`config.mk`:
```
export PLATFORM = sky130hd
export DESIGN_NAME = mem_arbiter
export DESIGN_NICKNAME = d
export VERILOG_FILES = /design/src/rtl/mem_arbiter_pkg.sv /design/src/rtl/mem_arbiter_store_merge.sv /design/src/rtl/mem_arbiter.sv
export SDC_FILE = /design/constraint.sdc
export NUM_CORES = 1
export LEC_CHECK = 0
export ABC_AREA = 1
export ABC_CLOCK_PERIOD_IN_PS = 4400
export CAP_MARGIN = 30
export CORE_ASPECT_RATIO = 1.4
export CORE_UTILIZATION = 37
export CTS_BUF_LIST = sky130_fd_sc_hd__clkbuf_2 sky130_fd_sc_hd__clkbuf_4 sky130_fd_sc_hd__clkbuf_8
export CTS_CLUSTER_SIZE = 10
export DETAILED_ROUTE_END_ITERATION = 7
export MAX_ROUTING_LAYER = met4
export PLACE_DENSITY = 0.89
export SLEW_MARGIN = 10
export SYNTH_ARGS = -nofsm -noshare
export SYNTH_HDL_FRONTEND = slang
export SYNTH_SLANG_ARGS = --single-unit
```
`constraint.sdc`:
```
create_clock -name clk -period 4.4 [get_ports clk]
set_input_delay 0.66 -clock clk [delete_from_list [all_inputs] [get_ports clk]]
set_output_delay 0.66 -clock clk [all_outputs]
set_load 0.03 [all_outputs]
```
`src/rtl/mem_arbiter_pkg.sv`:
```
// Shared encodings for the RAM arbiter: RAM port states, access sizes, FSM states.
package mem_arbiter_pkg;

    // RAM mem_stage_state encodings
    localparam logic [1:0] MEM_IDLE = 2'b00;
    localparam logic [1:0] READ     = 2'b01;
    localparam logic [1:0] WRITE    = 2'b10;

    // Data access size codes (2'b11 behaves as a word)
    localparam logic [1:0] SIZE_B = 2'b00;
    localparam logic [1:0] SIZE_H = 2'b01;
    localparam logic [1:0] SIZE_W = 2'b10;

    // Arbiter FSM states
    localparam logic [2:0] ST_IDLE  = 3'd0;
    localparam logic [2:0] ST_RD    = 3'd1;
    localparam logic [2:0] ST_RESP  = 3'd2;
    localparam logic [2:0] ST_MERGE = 3'd3;
    localparam logic [2:0] ST_WR    = 3'd4;

    function automatic logic is_subword(input logic [1:0] size);
        return (size == SIZE_B) || (size == SIZE_H);
    endfunction

endpackage

```
`src/rtl/mem_arbiter_store_merge.sv`:
```
// Combinational byte/half merge for read-modify-write stores.
module store_merge
    import mem_arbiter_pkg::*;
#(
    parameter int LEN = 32
) (
    input  logic [LEN-1:0] old_word,
    input  logic [LEN-1:0] new_data,
    input  logic [1:0]     size,
    output logic [LEN-1:0] merged
);

    // Replace only the low byte or half; anything else is a full-word replace
    always_comb begin
        merged = new_data;
        case (size)
            SIZE_B:  merged = {old_word[LEN-1:8], new_data[7:0]};
            SIZE_H:  merged = {old_word[LEN-1:16], new_data[15:0]};
            default: merged = new_data;
        endcase
    end

endmodule

```
`src/rtl/mem_arbiter.sv`:
```
// Single-port arbiter/sequencer for the shared RAM. Data requests beat fetches.
// Build option: MEM_ARB_SUBWORD_STORE_EN enables read-modify-write for byte/half
// stores; without it every store writes the full word from mem_wdata.
module mem_arbiter
    import mem_arbiter_pkg::*;
#(
    parameter int ADDR_WIDTH = 17,
    parameter int LEN        = 32
) (
    input  logic                  clk,
    input  logic                  rst,
    input  logic                  if_req,
    input  logic [ADDR_WIDTH-1:0] if_addr,
    output logic                  if_done,
    output logic [LEN-1:0]        if_inst,
    input  logic                  mem_req,
    input  logic                  mem_we,
    input  logic [1:0]            mem_size,
    input  logic [ADDR_WIDTH-1:0] mem_addr,
    input  logic [LEN-1:0]        mem_wdata,
    output logic                  mem_done,
    output logic [LEN-1:0]        mem_rdata,
    output logic [ADDR_WIDTH-1:0] ram_addr,
    output logic [LEN-1:0]        ram_wdata,
    output logic [1:0]            ram_state,
    input  logic [LEN-1:0]        ram_rdata
);

    logic [2:0]            state_q, state_d;
    logic                  is_if_q, is_if_d;
    logic [ADDR_WIDTH-1:0] addr_q, addr_d;
    logic [LEN-1:0]        wdata_q, wdata_d;

`ifdef MEM_ARB_SUBWORD_STORE_EN
    logic       we_q, we_d;
    logic [1:0] size_q, size_d;
    logic [LEN-1:0] merged;

    store_merge #(
        .LEN(LEN)
    ) u_store_merge (
        .old_word(ram_rdata),
        .new_data(wdata_q),
        .size    (size_q),
        .merged  (merged)
    );
`else
    logic unused_size;
    assign unused_size = ^mem_size;
`endif

    // Next-state: grant in IDLE, then sequence the RAM access
    always_comb begin
        state_d = state_q;
        is_if_d = is_if_q;
        addr_d  = addr_q;
        wdata_d = wdata_q;
`ifdef MEM_ARB_SUBWORD_STORE_EN
        we_d    = we_q;
        size_d  = size_q;
`endif
        case (state_q)
            ST_IDLE: begin
                if (mem_req) begin
                    is_if_d = 1'b0;
                    addr_d  = mem_addr;
                    wdata_d = mem_wdata;
`ifdef MEM_ARB_SUBWORD_STORE_EN
                    we_d    = mem_we;
                    size_d  = mem_size;
                    state_d = (mem_we && !is_subword(mem_size)) ? ST_WR : ST_RD;
`else
                    state_d = mem_we ? ST_WR : ST_RD;
`endif
                end else if (if_req) begin
                    // mem_we/mem_size belong to the data port and play no part here
                    is_if_d = 1'b1;
                    addr_d  = if_addr;
                    state_d = ST_RD;
`ifdef MEM_ARB_SUBWORD_STORE_EN
                    we_d    = 1'b0;
`endif
                end
            end
`ifdef MEM_ARB_SUBWORD_STORE_EN
            // Only sub-word stores reach RD with we set
            ST_RD:    state_d = we_q ? ST_MERGE : ST_RESP;
            ST_MERGE: begin
                wdata_d = merged;
                state_d = ST_WR;
            end
`else
            ST_RD:    state_d = ST_RESP;
`endif
            ST_RESP:  state_d = ST_IDLE;
            ST_WR:    state_d = ST_IDLE;
            default:  state_d = ST_IDLE;
        endcase
    end

    // State and grant registers; async reset drops any in-flight transaction
    always_ff @(posedge clk or posedge rst) begin
        if (rst) begin
            state_q <= ST_IDLE;
            is_if_q <= 1'b0;
            addr_q  <= '0;
            wdata_q <= '0;
`ifdef MEM_ARB_SUBWORD_STORE_EN
            we_q    <= 1'b0;
            size_q  <= SIZE_W;
`endif
        end else begin
            state_q <= state_d;
            is_if_q <= is_if_d;
            addr_q  <= addr_d;
            wdata_q <= wdata_d;
`ifdef MEM_ARB_SUBWORD_STORE_EN
            we_q    <= we_d;
            size_q  <= size_d;
`endif
        end
    end

    // Outputs decoded from registered state so reset clears them without a clock
    always_comb begin
        ram_state = MEM_IDLE;
        if (state_q == ST_RD) ram_state = READ;
        if (state_q == ST_WR) ram_state = WRITE;
        ram_addr  = addr_q;
        ram_wdata = wdata_q;
        if_done   = (state_q == ST_RESP) && is_if_q;
        mem_done  = ((state_q == ST_RESP) && !is_if_q) || (state_q == ST_WR);
        if_inst   = if_done ? ram_rdata : '0;
        mem_rdata = ((state_q == ST_RESP) && !is_if_q) ? ram_rdata : '0;
    end

endmodule

```
## Yosys cells after proc, flatten, opt, wreduce, memory -nomap -nowiden

Cells that the tools add are included.
W data, S select, Z words.

| operators by class | value |
|---|---|
| eq/ne operators | 4 |
| muxes and demuxes | 12 |
| reductions and logical operators | 8 |

Operators by type and width:

| cell | count |
|---|---|
| $mux W32 | 2 |
| $mux W17 | 2 |
| $mux W3 | 3 |
| $pmux W3 S2 | 1 |
| $reduce_and A2 Y1 | 2 |
| $eq A3 B1 Y1 const B | 1 |
| $eq A3 B2 Y1 const B | 1 |
| $eq A3 B3 Y1 const B | 1 |
| $logic_not A3 Y1 | 1 |
| $mux W1 | 3 |
| $ne A3 B3 Y1 const B | 1 |
| $logic_and A1 B1 Y1 | 2 |
| $mux W2 | 1 |
| $reduce_bool A2 Y1 | 1 |
| $logic_not A1 Y1 | 1 |
| $logic_or A1 B1 Y1 | 1 |

| word-level totals | value |
|---|---|
| flip-flop bits (word level) | 53 |
| input bits | 105 |
| output and inout bits | 117 |
| logic and storage cells | 28 |

## Logic depth before layout (Yosys ltp)

Gate-level depths: netlist (run 1).

| depth | value |
|---|---|
| depth in word-level cells | 3 |
| depth in mapped cells | 7 |
| mapped depth without buffers | 5 |

## Worst setup path after synthesis (run 1)

OpenSTA, ideal clock, no wires.

| timing | value |
|---|---|
| path type | flip-flop to output port |
| start point | register state_q[0] |
| end point | output mem_rdata[10] |
| data arrival time | 1.364 ns |
| required time | 3.740 ns |
| slack | 2.376 ns |
| cell stages (with the launch flop) | 6 |
| path buffers | 2 |
| path through | dfrtp_1 > inv_1 > buf_2 > nand4_2 > buf_2 > nor2_1 |

| between the ends | value |
|---|---|
| longest elaborated chain between the ends | 3 |

RTL lines:

| what | RTL line | text |
|---|---|---|
| start: declaration | mem_arbiter.sv:29 | `logic [2:0] state_q, state_d;` |
| start signal: assignment | mem_arbiter.sv:113 | `state_q <= state_d;` |
| $eq A3 B2 Y1 | mem_arbiter.sv:134 | `mem_rdata = ((state_q == ST_RESP) && !is_if_q) ? ram_rdata : '0;` |
| $logic_and A1 B1 Y1 | mem_arbiter.sv:134 |  |
| $mux W32 | mem_arbiter.sv:134 |  |
| end: declaration | mem_arbiter.sv:22 | `output logic [LEN-1:0] mem_rdata,` |

Every way passes these cells.

## Final worst setup path (run 1)

| timing | value |
|---|---|
| start point | register state_q[0] |
| end point | output mem_rdata[24] |

The elaborated chain is that of the path after synthesis.

==> results of run 1 <==
[layout make-up]
cell class / count / share of cell area (%)
antenna: 2 / 0.09718
multi-input combinational: 279 / 23.28
clock inverter: 2 / 0.7532
sequential: 53 / 25.75
timing repair buffer: 223 / 43.29
clock buffer: 6 / 1.482
tap: 97 / 2.357
inverter: 41 / 2.988
[cells in the final DEF (no fill, tap or decap)]
cell type,netlist,layout
clkbuf_8,0,5
clkdlybuf4s50_1,0,218
buf_2,18,1
nand2_2,1,1
diode_2,0,2
nand3_4,1,1
nor2_2,1,1
buf_4,1,3
nor2_1,66,66
nand2_1,152,152
a21oi_2,1,1
buf_12,0,1
nor2_4,1,1
nor3_1,2,2
clkbuf_4,0,1
clkinv_4,0,1
nand4_2,1,1
bufinv_16,0,1
inv_2,3,4
nand3_1,18,18
inv_1,38,37
nand4_1,34,34
o21ai_0,1,1
dfrtp_1,53,53
[through the flow]
step	power (mW)	instances	area (um^2)	hold WS [ns]
final	3.148	703	5150	0.4762
after CTS	3.163	701	5145	0.4815
after global placement	2.766	692	5010	0.4543
after floorplan	1.980	399	2803	0.4636
after global routing	3.329	702	5147	0.5101
after detailed placement	2.820	693	5030	0.4570
[power by group through the flow]
stage	logic [mW]	clock network [mW]	registers, mW
CTS	1.97	0.343	0.847
detailed placement	1.97	0	0.852
global route	2.09	0.363	0.876
floorplan	0.709	0	1.27
global placement	1.92	0	0.842
finish	1.96	0.337	0.846
[path summary, 6_finish.rpt]
path	from	endpoint	slack, ns	depth (start not counted)
setup / recovery	state_q[0]$_DFFE_PP0P_	mem_rdata[24]	0.91	5
hold / removal	ram_wdata[19]$_DFFE_PP0P_	ram_wdata[19]$_DFFE_PP0P_	0.48	2
setup reg to reg	state_q[1]$_DFFE_PP0P_	ram_wdata[22]$_DFFE_PP0P_	2.22	5
hold reg to reg	ram_wdata[19]$_DFFE_PP0P_	ram_wdata[19]$_DFFE_PP0P_	0.48	2
max in group asynchronous	rst	ram_addr[4]$_DFFE_PP0P_	3.11	3
min in group asynchronous	rst	ram_wdata[10]$_DFFE_PP0P_	0.73	2
[registers in the layout (all words and copies together), names as in the netlist]
| name | count |
|---|---|
| ram_addr | 17 |
| is_if_q | 1 |
| ram_wdata | 32 |
| state_q | 3 |
[cells by family (layout without fill, tap and decap cells)]
group	after synthesis	count (layout)	synth area share [%]
AOI/OAI and AO/OA	2	2	0.4910
buffers and inverters	67	272	9.911
DFF	53	53	47.32
other	0	2	0
and+or+nand+nor	277	277	42.28
[critical path: cells and delay by family, from the launching register on]
family                 cells  cell delay [ns]
DFF                        1             0.37
buffers and inverters      3             1.14
and+or+nand+nor            2             1.01
[layer usage]
metal  GRT usage (%)  up-vias  share of wire (%)
li1                -     1639                  -
met1           27.72     1568                 36
met2           48.47      173                 52
met3           7.425       33                8.0
met4           12.17        0                4.2
met5               -        -                  0
==> results.cfg, run 1 <==
[outcome]
status = finished clean

[cts]
post_cts_resized = 0
root_buffer = clkbuf_8
h-tree-depth = 2
numCtsBuffers = 5
clk_pin_slew_worst_paths_ns = 0.09
hold_buffers = 0
cts.sinks = 53
cts_tree = done
clock_latency_ns = 0.31
clockBufferDepth = 2
postCtsSetupBuffers = 0

[placed_design]
gp_congestion = 0.8087
pre_cts_ws_ns = 1.249
dpl.hpwl_um = 8412
numPortBuffers = 219

[setup_path]
slowest_delay_ns = 0.71
startpoint_type = flip-flop
crit_chain = inv_1 > buf_4 > nand4_2 > nor2_1 > clkdlybuf4s50_1
cp-end-kind = output port
critical_path_arrival_ns = 2.83
critical_path_class = reg -> out
cpMaxStageDelayCell = clkdlybuf4s50_1
crit_fanout = 40
worstPathRequired_ns = 3.74

[yosys]
yosysUniqueCellTypes = 19
syn_area_mm2 = 0.002803
synth_common_cells = nand2_1, nor2_1, dfrtp_1, inv_1, nand4_1
synth.avg_cell_area_um2 = 7.024
synth_most_common_cell = nand2_1
synth_edf_count = 0
syn_nets = 504
yosysSeqAreaShare_pct = 47.32
yosys.area.top_type = dfrtp_1
yosys_warnings = 0
synthFlopType = dfrtp_1
synth_area_leaders = dfrtp_1, nand2_1, nor2_1
synth.top_cell.area_share_pct = 47.32
yosys_register_bits = 53
async_reset_ff_share_pct = 100.0
syn_inst = 399

[global_routing]
grt_pass1_wl_um = 15710
grt_usage_pct = 27.66
grt_max_degree = 53
antenna_found_initial = 1
first_global_vias = 3223
grt.overflow.total = 0

[pwr]
pwr-share-clk_pct = 10.7
pwr-share-comb_pct = 62.4
p_sw_share_pct = 48.02
powerDensity_mw_per_mm2 = 611.2
p_sw_mw = 1.512
p_leak_nw = 2.519
p_seq_share_pct = 26.9
ir_worst_vdd_mv = 0.3878
p_int_mw = 1.636

[timing]
fin_tns_setup_ns = 0
worst_slew_pin_slew_ns = 0.9235
final.min_clock_period_ns = 3.491
setup_ws_ns = 0.9091
rsz0062_at_grt = no
fmax_mhz = 286.5
hold_violations = 0
slew_headroom_pct = 38.43
finalClockSkew_ns = 0.01528
slew_viol_final = 0
setup_viol = 0
period_share_pct = 79.34

[floorplanning]
io_pins = 222
die_y_um = 105.0
rows = 37
dieWidth_um = 75.56
dieArea_mm2 = 0.007932
coreArea_mm2 = 0.007361
start_util_pct = 38.08

[cells_and_area]
drive_gt1_share_pct = 3.808
multi_input_area_mm2 = 0.001199
num-fill-cells = 599
seq_area_mm2 = 0.001326
final_core_util_pct = 69.96
final_net_count = 708
syn_to_final_growth_pct = 83.75

[route]
drtPass1Iterations = 4
drt_iter0_drc = 185
drc = 0
avgViaCountPerCell = 4.855
routedWlPerCell_um = 15.31
num_vias = 3413
ant_nets = 0
routed_wirelength_um = 10770

[run]
maxCapViolCount = 0

[min_path]
worstHoldPathType = reg -> reg
Power figures use the tool's default switching activity.
==> run 2: changes to the inputs <==
- ABC_CLOCK_PERIOD_IN_PS: 4400 -> 3200
- CORE_UTILIZATION: 37 -> 31
- PLACE_DENSITY: 0.89 -> 0.79
- clock period: 4.4 -> 3.2 ns (I/O delays scaled with it)
==> results.cfg, run 2 (synthesis gave the netlist of run 1 again) <==
[outcome]
status = finished clean

[floorplanning]
coreArea_mm2 = 0.008658
start_util_pct = 32.37
dieWidth_um = 82.36
die_y_um = 114.5
dieArea_mm2 = 0.009431
rows = 40
io_pins = 222

[setup_path]
r2r_cells = 6
cp-end-kind = output port
r2r_slack_ns = 1.31
critical_path_arrival_ns = 2.13
worstPathRequired_ns = 2.72
r2r-start = state_q[0]$_DFFE_PP0P_
startpoint_type = flip-flop
rr_endpoint = ram_addr[6]$_DFFE_PP0P_
critical_path_class = reg -> out
crit_fanout = 39

[route]
drt_iter0_drc = 167
avgViaCountPerCell = 4.678
num_vias = 3345
drtPass1Iterations = 4
routedWlPerCell_um = 14.54
ant_nets = 0
drc = 0
routed_wirelength_um = 10400

[cells_and_area]
layout_common_cells = nand2_1, clkdlybuf4s50_1, buf_4
final_net_count = 711
num-fill-cells = 803
drive_gt1_share_pct = 15.16
final_cell_area_mm2 = 0.005045
largest_reg_flops = 32
syn_to_final_growth_pct = 80.00
multi_input_area_mm2 = 0.001199
seq_area_mm2 = 0.001326

[global_routing]
grt_usage_pct = 22.50
grt_pass1_wl_um = 15500
grt_max_degree = 54
grt.overflow.total = 0
antenna_found_initial = 2
first_global_vias = 3098

[min_path]
min_from = ram_wdata[18]$_DFFE_PP0P_
hold-path-cell-count = 2
worstHoldPathType = reg -> reg
hold_end = ram_wdata[18]$_DFFE_PP0P_

[timing]
fin_tns_setup_ns = 0
final.min_clock_period_ns = 2.612
hold_violations = 0
fmax_mhz = 382.9
finalClockSkew_ns = 0.007023
period_share_pct = 81.62
slew_headroom_pct = 54.74
slew_viol_final = 0
rsz0062_at_grt = no
worst_slew_pin_slew_ns = 0.6789
setup_viol = 0

[placed_design]
postPlaceCellArea_mm2 = 0.004922
numPortBuffers = 219
gp_congestion = 0.7961
dpl.hpwl_um = 8127

[pwr]
powerDensity_mw_per_mm2 = 855.1
total_power_mw = 4.314
p_leak_nw = 2.668
ir_worst_vdd_mv = 0.5892

[cts]
h-tree-depth = 2
postCtsSetupBuffers = 0
numCtsBuffers = 5
clock_latency_ns = 0.30
clockBufferDepth = 2
hold_buffers = 0
post_cts_resized = 0
root_buffer = clkbuf_8
cts_tree = done
cts.sinks = 53
clk_pin_slew_worst_paths_ns = 0.10

[run]
maxCapViolCount = 0
run 2: cell types whose count changed in the layout (fill, tap and decap cells not counted):
cell | before | now
diode_2 | 2 | 3
buf_12 | 1 | 3
buf_4 | 3 | 70
clkdlybuf4s50_1 | 218 | 152
run 2: stage by stage:
| stage | utilization (%) | cells | hold WS, ns | setup slack, ns |
|---|---|---|---|---|
| after global placement | 56.85 | 704 | 0.4544 | 0.9196 |
| after floorplan | - | 399 | 0.4636 | 1.356 |
| after CTS | 58.18 | 712 | 0.4809 | 0.5744 |
| after global routing | 58.24 | 714 | 0.5089 | 0.4296 |
| after detailed placement | 56.85 | 704 | 0.4570 | 0.9241 |
| final | 58.27 | 715 | 0.4780 | 0.5883 |
run 2: how the worst max path moves through the flow:
| stage | start | endpoint | cells past startpoint |
|---|---|---|---|
| 2_1_floorplan | state_q[0]$_DFFE_PP0P_ | mem_rdata[10] | 5 |
| 3_3_place_gp | state_q[0]$_DFFE_PP0P_ | ram_state[1] | 5 |
| 3_5_place_dp | state_q[0]$_DFFE_PP0P_ | ram_state[1] | 5 |
| 4_1_cts | state_q[0]$_DFFE_PP0P_ | ram_state[1] | 5 |
| 5_1_grt | state_q[0]$_DFFE_PP0P_ | ram_state[1] | 5 |
| 6_report | state_q[0]$_DFFE_PP0P_ | ram_state[1] | 5 |
run 2: worst max-delay path, stage by stage (launching register included):
cell,delay [ns]
dfrtp_1,0.37
inv_1,0.08
buf_4,0.39
nand2_1,0.17
nor2_1,0.11
clkdlybuf4s50_1,0.71
run 2: area by class of cell:
cell class / instances / area share [%]
diodes: 3 / 0.1488
clock buffers: 6 / 1.513
clock inverters: 2 / 0.7688
inverters: 41 / 3.051
multi-input cells: 279 / 23.76
flip-flops and latches: 53 / 26.29
well taps: 105 / 2.604
repair buffers: 226 / 41.87
run 2: report_power, final:
group / total, mW / switching, mW / internal [mW]
sequential: 1.17 / 0.187 / 0.980
combinational: 2.68 / 1.67 / 1.01
clock: 0.470 / 0.226 / 0.244
run 2: metal layers:
layer	up-vias	GRT usage, %	share of wire [%]
li1	1652	-	-
met1	1522	24.87	39
met2	155	40.06	51
met3	16	3.904	8.1
met4	0	7.018	2.1
met5	-	-	0
